**src/rtl/spi_transaction_controller_if.sv**
```systemverilog
// Strobe/control bundle between the SPI transaction sequencer and the SPI
// memory datapath (input conditioners, shift register, address latch, memory).
interface spi_transaction_controller_if;
    logic       sclk_pe;
    logic       sclk_ne;
    logic       cs;
    logic       sr_bit0;
    logic       addr_we;
    logic       addr_inc;
    logic       dm_we;
    logic       sr_we;
    logic       miso_en;
    logic       busy;
    logic [3:0] state;

    // sequencer side: consumes edge strobes / CS, issues datapath strobes
    modport master (
        input  sclk_pe, sclk_ne, cs, sr_bit0,
        output addr_we, addr_inc, dm_we, sr_we, miso_en, busy, state
    );

    // datapath side: produces edge strobes / CS, consumes strobes
    modport slave (
        output sclk_pe, sclk_ne, cs, sr_bit0,
        input  addr_we, addr_inc, dm_we, sr_we, miso_en, busy, state
    );
endinterface

```
**src/rtl/spi_transaction_controller.sv**
```systemverilog
// SPI memory transaction sequencer. Counts SCLK rising edges, decodes the
// R/W flag from the header byte and issues single-clk strobes to the address
// latch, data memory and shift register. Optional burst with auto-increment.
module spi_transaction_controller #(
    parameter int DATA_WIDTH = 8,
    parameter bit BURST_EN   = 1'b1
) (
    input logic clk,
    input logic reset,
    spi_transaction_controller_if.master bus
);

    typedef enum logic [3:0] {
        IDLE         = 4'd0,
        GET_ADDR     = 4'd1,
        GOT_ADDR     = 4'd2,
        READ_WAIT    = 4'd3,
        READ_LOAD    = 4'd4,
        READ_SHIFT   = 4'd5,
        READ_NEXT    = 4'd6,
        WRITE_SHIFT  = 4'd7,
        WRITE_COMMIT = 4'd8,
        DONE         = 4'd9
    } state_t;

    localparam int CW = (DATA_WIDTH > 1) ? $clog2(DATA_WIDTH) : 1;
    localparam logic [CW-1:0] LAST = CW'(DATA_WIDTH - 1);

    state_t        st, nxt;
    logic [CW-1:0] cnt, cnt_nxt;

    logic addr_we_q, addr_inc_q, dm_we_q, sr_we_q, miso_en_q, busy_q;

    // Next-state and bit-counter logic; CS release overrides everything,
    // including a coincident SCLK edge.
    always_comb begin
        nxt     = st;
        cnt_nxt = cnt;
        if (st != IDLE && bus.cs) begin
            nxt     = IDLE;
            cnt_nxt = '0;
        end else begin
            case (st)
                IDLE: begin
                    if (!bus.cs) begin
                        nxt     = GET_ADDR;
                        cnt_nxt = '0;
                    end
                end
                GET_ADDR: begin
                    if (bus.sclk_pe) begin
                        cnt_nxt = cnt + 1'b1;
                        if (cnt == LAST) begin
                            nxt     = GOT_ADDR;
                            cnt_nxt = '0;
                        end
                    end
                end
                // shift register already holds the final header bit here
                GOT_ADDR: begin
                    nxt     = bus.sr_bit0 ? READ_WAIT : WRITE_SHIFT;
                    cnt_nxt = '0;
                end
                // one clk for the latched address to reach memory
                READ_WAIT: nxt = READ_LOAD;
                READ_LOAD: begin
                    nxt     = READ_SHIFT;
                    cnt_nxt = '0;
                end
                READ_SHIFT: begin
                    if (bus.sclk_pe) begin
                        cnt_nxt = cnt + 1'b1;
                        if (cnt == LAST) begin
                            nxt     = BURST_EN ? READ_NEXT : DONE;
                            cnt_nxt = '0;
                        end
                    end
                end
                READ_NEXT: nxt = READ_WAIT;
                WRITE_SHIFT: begin
                    if (bus.sclk_pe) begin
                        cnt_nxt = cnt + 1'b1;
                        if (cnt == LAST) begin
                            nxt     = WRITE_COMMIT;
                            cnt_nxt = '0;
                        end
                    end
                end
                WRITE_COMMIT: begin
                    nxt     = BURST_EN ? WRITE_SHIFT : DONE;
                    cnt_nxt = '0;
                end
                DONE: nxt = DONE;
                default: begin
                    nxt     = IDLE;
                    cnt_nxt = '0;
                end
            endcase
        end
    end

    // State/counter registers; outputs are registered from the next state so
    // they line up with the state register and never see an input directly.
    always_ff @(posedge clk or posedge reset) begin
        if (reset) begin
            st         <= IDLE;
            cnt        <= '0;
            addr_we_q  <= 1'b0;
            addr_inc_q <= 1'b0;
            dm_we_q    <= 1'b0;
            sr_we_q    <= 1'b0;
            miso_en_q  <= 1'b0;
            busy_q     <= 1'b0;
        end else begin
            st         <= nxt;
            cnt        <= cnt_nxt;
            addr_we_q  <= (nxt == GOT_ADDR);
            addr_inc_q <= (nxt == READ_NEXT) || (BURST_EN && nxt == WRITE_COMMIT);
            dm_we_q    <= (nxt == WRITE_COMMIT);
            sr_we_q    <= (nxt == READ_LOAD);
            miso_en_q  <= (nxt == READ_SHIFT) || (nxt == READ_NEXT);
            busy_q     <= (nxt != IDLE);
        end
    end

    assign bus.state    = st;
    assign bus.addr_we  = addr_we_q;
    assign bus.addr_inc = addr_inc_q;
    assign bus.dm_we    = dm_we_q;
    assign bus.sr_we    = sr_we_q;
    assign bus.miso_en  = miso_en_q;
    assign bus.busy     = busy_q;

endmodule

```
**src/flat_wrapper.sv**
```systemverilog
// flat-port wrapper written by rule: the top's interface ports become plain ports
module spi_transaction_controller_flat 
#(
    parameter int DATA_WIDTH = 8,
    parameter bit BURST_EN   = 1'b1
)
  (clk, reset, bus_sclk_pe, bus_sclk_ne, bus_cs, bus_sr_bit0, bus_addr_we, bus_addr_inc, bus_dm_we, bus_sr_we, bus_miso_en, bus_busy, bus_state);
  spi_transaction_controller_if bus_i ();
  input logic clk;
  input logic reset;
  input wire logic [$bits(bus_i.sclk_pe)-1:0] bus_sclk_pe;
  input wire logic [$bits(bus_i.sclk_ne)-1:0] bus_sclk_ne;
  input wire logic [$bits(bus_i.cs)-1:0] bus_cs;
  input wire logic [$bits(bus_i.sr_bit0)-1:0] bus_sr_bit0;
  output wire logic [$bits(bus_i.addr_we)-1:0] bus_addr_we;
  output wire logic [$bits(bus_i.addr_inc)-1:0] bus_addr_inc;
  output wire logic [$bits(bus_i.dm_we)-1:0] bus_dm_we;
  output wire logic [$bits(bus_i.sr_we)-1:0] bus_sr_we;
  output wire logic [$bits(bus_i.miso_en)-1:0] bus_miso_en;
  output wire logic [$bits(bus_i.busy)-1:0] bus_busy;
  output wire logic [$bits(bus_i.state)-1:0] bus_state;
  assign bus_i.sclk_pe = bus_sclk_pe;
  assign bus_i.sclk_ne = bus_sclk_ne;
  assign bus_i.cs = bus_cs;
  assign bus_i.sr_bit0 = bus_sr_bit0;
  assign bus_addr_we = bus_i.addr_we;
  assign bus_addr_inc = bus_i.addr_inc;
  assign bus_dm_we = bus_i.dm_we;
  assign bus_sr_we = bus_i.sr_we;
  assign bus_miso_en = bus_i.miso_en;
  assign bus_busy = bus_i.busy;
  assign bus_state = bus_i.state;
  spi_transaction_controller #(.DATA_WIDTH(DATA_WIDTH), .BURST_EN(BURST_EN)) u_core (.clk(clk), .reset(reset), .bus(bus_i));
endmodule
```
**config.mk**
```make
export PLATFORM = sky130hd
export DESIGN_NAME = spi_transaction_controller_flat
export DESIGN_NICKNAME = d
export VERILOG_FILES = /design/src/rtl/spi_transaction_controller_if.sv /design/src/rtl/spi_transaction_controller.sv /design/src/flat_wrapper.sv
export SDC_FILE = /design/constraint.sdc
export NUM_CORES = 1
export LEC_CHECK = 0
export BUFFER_PORTS_ARGS = -buffer_cell sky130_fd_sc_hd__buf_2
export CAP_MARGIN = 20
export CORE_MARGIN = 3
export CORE_UTILIZATION = 45
export DETAILED_ROUTE_END_ITERATION = 10
export PLACE_DENSITY_LB_ADDON = 0.15
export SYNTH_ARGS = -nofsm -noshare
export SYNTH_HDL_FRONTEND = slang
export SYNTH_SLANG_ARGS = --single-unit
export TNS_END_PERCENT = 100
```
**constraint.sdc**
```tcl
create_clock -name clk -period 3 [get_ports clk]
set_input_delay 0.9 -clock clk [delete_from_list [all_inputs] [get_ports clk]]
set_output_delay 0.9 -clock clk [all_outputs]
set_load 0.01 [all_outputs]
```
==> flow_metrics.py <==
metrics = {
    "critical_path": {
        "slowest_stage": "dfrtp_1",
        "crit_family": "flip-flops",
        "critPathArrivalTime_ps": 1170,
        "crit_start": "u_core.bus.state[1]$_DFF_PP0_",
        "cp.buffers_inverters": 1,
        "worstPathRequired_ps": 2100,
        "critPathMaxStageDelay_ps": 660,
        "r2r-start": "u_core.cnt[0]$_DFFE_PP0P_",
        "crit_type": "reg2out",
        "crit_chain": "buf_2",
        "worstSetupStartpointType": "flip-flop",
        "endpoint_kind": "primary output",
        "worstPathMaxFanout": 17,
    },
    "timing": {
        "fin_tns_setup_ps": 0,
        "period_needed_ps": 2070,
        "setup_violations": 0,
        "max_slew_margin_pct": 66.2,
        "clock_skew_ps": 2.89,
        "hold_violations": 0,
        "post-route-period-util_pct": 68.9,
        "drv_slew": 0,
        "achievable-frequency_mhz": 484,
        "grt_setup_unrepaired": "no",
        "hold_ws_ps": 566,
        "worstMarginPinSlew_ps": 507,
    },
    "floorplan": {
        "die_h_um": 47.7,
        "start_util_pct": 49.7,
        "die-area_mm2": 0.00228,
        "num_rows": 14,
        "coreArea_mm2": 0.00158,
        "die_w_um": 47.7,
        "io-pin-count": 16,
    },
    "drt": {
        "postRouteAntennaNets": 0,
        "firstDrtPassIters": 4,
        "wl_um": 1440,
        "via_per_inst": 6.04,
        "drt_iter0_markers": 23,
        "drc": 0,
        "vias": 670,
        "avgRoutedWirePerCell_um": 12.9,
    },
    "power_and_ir_drop": {
        "power_density_mw_per_mm2": 367,
        "leakage_nw": 0.415,
        "ir_worst_vdd_mv": 0.247,
    },
    "logic_synthesis": {
        "yosys_warnings": 0,
        "netlist_area_um2": 783,
        "synth.net_count": 90,
        "synth_xor_area_share_pct": 0,
        "synth_seq_cells": 13,
        "avgSynthCellArea_um2": 9.55,
        "synth-seq-area-share_pct": 41.5,
        "synthSimpleGateAreaFrac_pct": 23.3,
        "synth_compound_area_share_pct": 25.2,
        "syn-instance-count": 82,
        "synth_mux_area_share_pct": 0,
        "synth_top_family_by_area": "compound AO/OA/AOI/OAI gates",
        "synth_fa_ha_area_share_pct": 3.19,
        "synth.distinct_cells": 32,
    },
    "placement": {
        "post-place-cells": 107,
        "dpl-instance-area_um2": 832,
        "gp_congestion": 0.709,
        "io_buffers": 14,
        "dp_hpwl_um": 1020,
    },
    "clocking": {
        "cts_tree": "done",
        "clock_path_buffers": 2,
        "path_clk_slew_ps": 80,
        "cts_max_level": 1,
        "root_buffer": "clkbuf_4",
        "clk-insertion-delay-late_ps": 270,
        "cts_buffers": 3,
        "postCtsSetupRepairBufs": 0,
        "holdBufCountCts": 0,
        "cts-resized-gates": 0,
        "clock-sinks": 13,
    },
    "hold_path": {
        "holdCritPathClass": "reg2reg",
        "hold_start": "u_core.cnt[1]$_DFFE_PP0P_",
    },
    "finish": {
        "final_nets": 104,
        "diodes": 0,
        "syn2layout_area_growth_pct": 9.58,
        "multiInputGateArea_um2": 405,
        "nFillCells": 146,
        "final-seq-area_um2": 325,
        "fin_cells": 111,
        "drive_above_1_share_pct": 26.3,
        "final_util_pct": 54.4,
        "final_area_um2": 858,
    },
    "global_routing": {
        "grt_antenna_before_repair": 0,
        "grt_pass1_wl_um": 2490,
        "grt.overflow.total": 0,
        "grt_usage_pct": 15.6,
        "first_global_vias": 560,
        "grt_max_degree": 18,
    },
    "run": {
        "maxCapViolations": 0,
    },
    "run_status": {
        "status": "finished clean",
    },
}
## power breakdown
part           total, mW  internal, mW  switching [mW]
Clock              0.107        0.0515          0.0560
Sequential         0.183         0.178         0.00453
Combinational     0.0253        0.0103          0.0149
Total              0.315         0.240          0.0754
## Yosys cell counts
library cell | n | area, µm²
nand4_1 | 1 | 6.26
a21o_1 | 1 | 7.51
and4b_1 | 1 | 10.0
buf_6 | 1 | 11.3
inv_2 | 1 | 3.75
a41o_1 | 1 | 10.0
a211oi_2 | 1 | 12.5
a32oi_1 | 2 | 17.5
a31oi_1 | 1 | 6.26
nor4b_2 | 1 | 15.0
nand4bb_1 | 1 | 11.3
a21oi_1 | 5 | 25.0
nand2_1 | 5 | 18.8
nand2b_1 | 3 | 18.8
buf_4 | 4 | 30.0
o21a_1 | 3 | 22.5
and2_1 | 1 | 6.26
a21boi_0 | 2 | 15.0
o21ai_1 | 4 | 20.0
and2b_4 | 1 | 10.0
nor3_1 | 3 | 15.0
nor2b_1 | 3 | 18.8
dfrtp_1 | 13 | 325
a311oi_2 | 1 | 15.0
nor2_1 | 9 | 33.8
nor3b_2 | 1 | 12.5
inv_1 | 2 | 7.51
nor4_1 | 1 | 6.26
ha_1 | 2 | 25.0
o21ai_0 | 4 | 20.0
o22a_1 | 1 | 8.76
a21oi_2 | 2 | 17.5
## flip-flops by register name (all words and copies together), names as in the netlist
signal	flops
u_core.cnt	3
u_core.bus.addr_we	1
u_core.bus.state	4
u_core.bus.busy	1
u_core.bus.dm_we	1
u_core.bus.miso_en	1
u_core.bus.sr_we	1
u_core.bus.addr_inc	1
## layout by cell type, fill, tap and decap left out, drive strengths merged
| master | instances |
|---|---|
| nand4bb | 1 |
| nor4 | 1 |
| and2b | 1 |
| ha | 2 |
| a21oi | 7 |
| nor2b | 3 |
| nand4 | 1 |
| nor4b | 1 |
| o22a | 1 |
| clkbuf | 4 |
| nand2b | 3 |
| nor3 | 3 |
| a31oi | 1 |
| buf | 14 |
| a21boi | 2 |
| a21o | 1 |
| and2 | 1 |
| and4b | 1 |
| o21ai | 8 |
| nor2 | 9 |
| a32oi | 2 |
| nand2 | 5 |
| dfrtp | 13 |
| a211oi | 1 |
| inv | 3 |
| a41o | 1 |
| a311oi | 1 |
| nor3b | 1 |
| o21a | 3 |
## area by class of cell
| cell class | count | share of cell area (%) |
|---|---|---|
| clock buffers | 4 | 3.06 |
| repair buffers | 14 | 8.16 |
| flip-flops and latches | 13 | 37.9 |
| multi-input cells | 61 | 47.2 |
| well taps | 16 | 2.33 |
| inverters | 3 | 1.31 |
## path summary, 6_finish.rpt
check                                                 to  slack [ps]  cells after the start
hold / removal                 u_core.cnt[1]$_DFFE_PP0P_         570                      2
hold reg to reg                u_core.cnt[1]$_DFFE_PP0P_         570                      2
max in group asynchronous      u_core.cnt[1]$_DFFE_PP0P_        2040                      2
setup / recovery                            bus_state[1]         930                      1
setup reg to reg            u_core.bus.miso_en$_DFF_PP0_        1410                      6
min in group asynchronous  u_core.bus.addr_inc$_DFF_PP0_         630                      2
## per-stage QoR
stage	total power [mW]	worst slack, ps
final	0.315	934
after global routing	0.330	842
after CTS	0.319	925
after detailed placement	0.212	1160
after global placement	0.211	1150
after floorplan	0.205	1300
## kinds of logic (layout without fill, tap and decap cells)
kind of cell | after synthesis | count (layout)
AOI/OAI and AO/OA | 28 | 28
adders and majority gates | 2 | 2
buffers and inverters | 8 | 21
DFF | 13 | 13
and+or+nand+nor | 31 | 31
## layer usage
| layer | GRT usage (%) | share of wire (%) | wire (µm) |
|---|---|---|---|
| met3 | 3.76 | 6.2 | 89 |
| met4 | 6.45 | 0.84 | 12 |
| met5 | 0 | 0 | 0 |
| met1 | 22.3 | 49 | 697 |
| met2 | 22.4 | 44 | 637 |
Note: power is estimated with default switching activity, not from simulation.
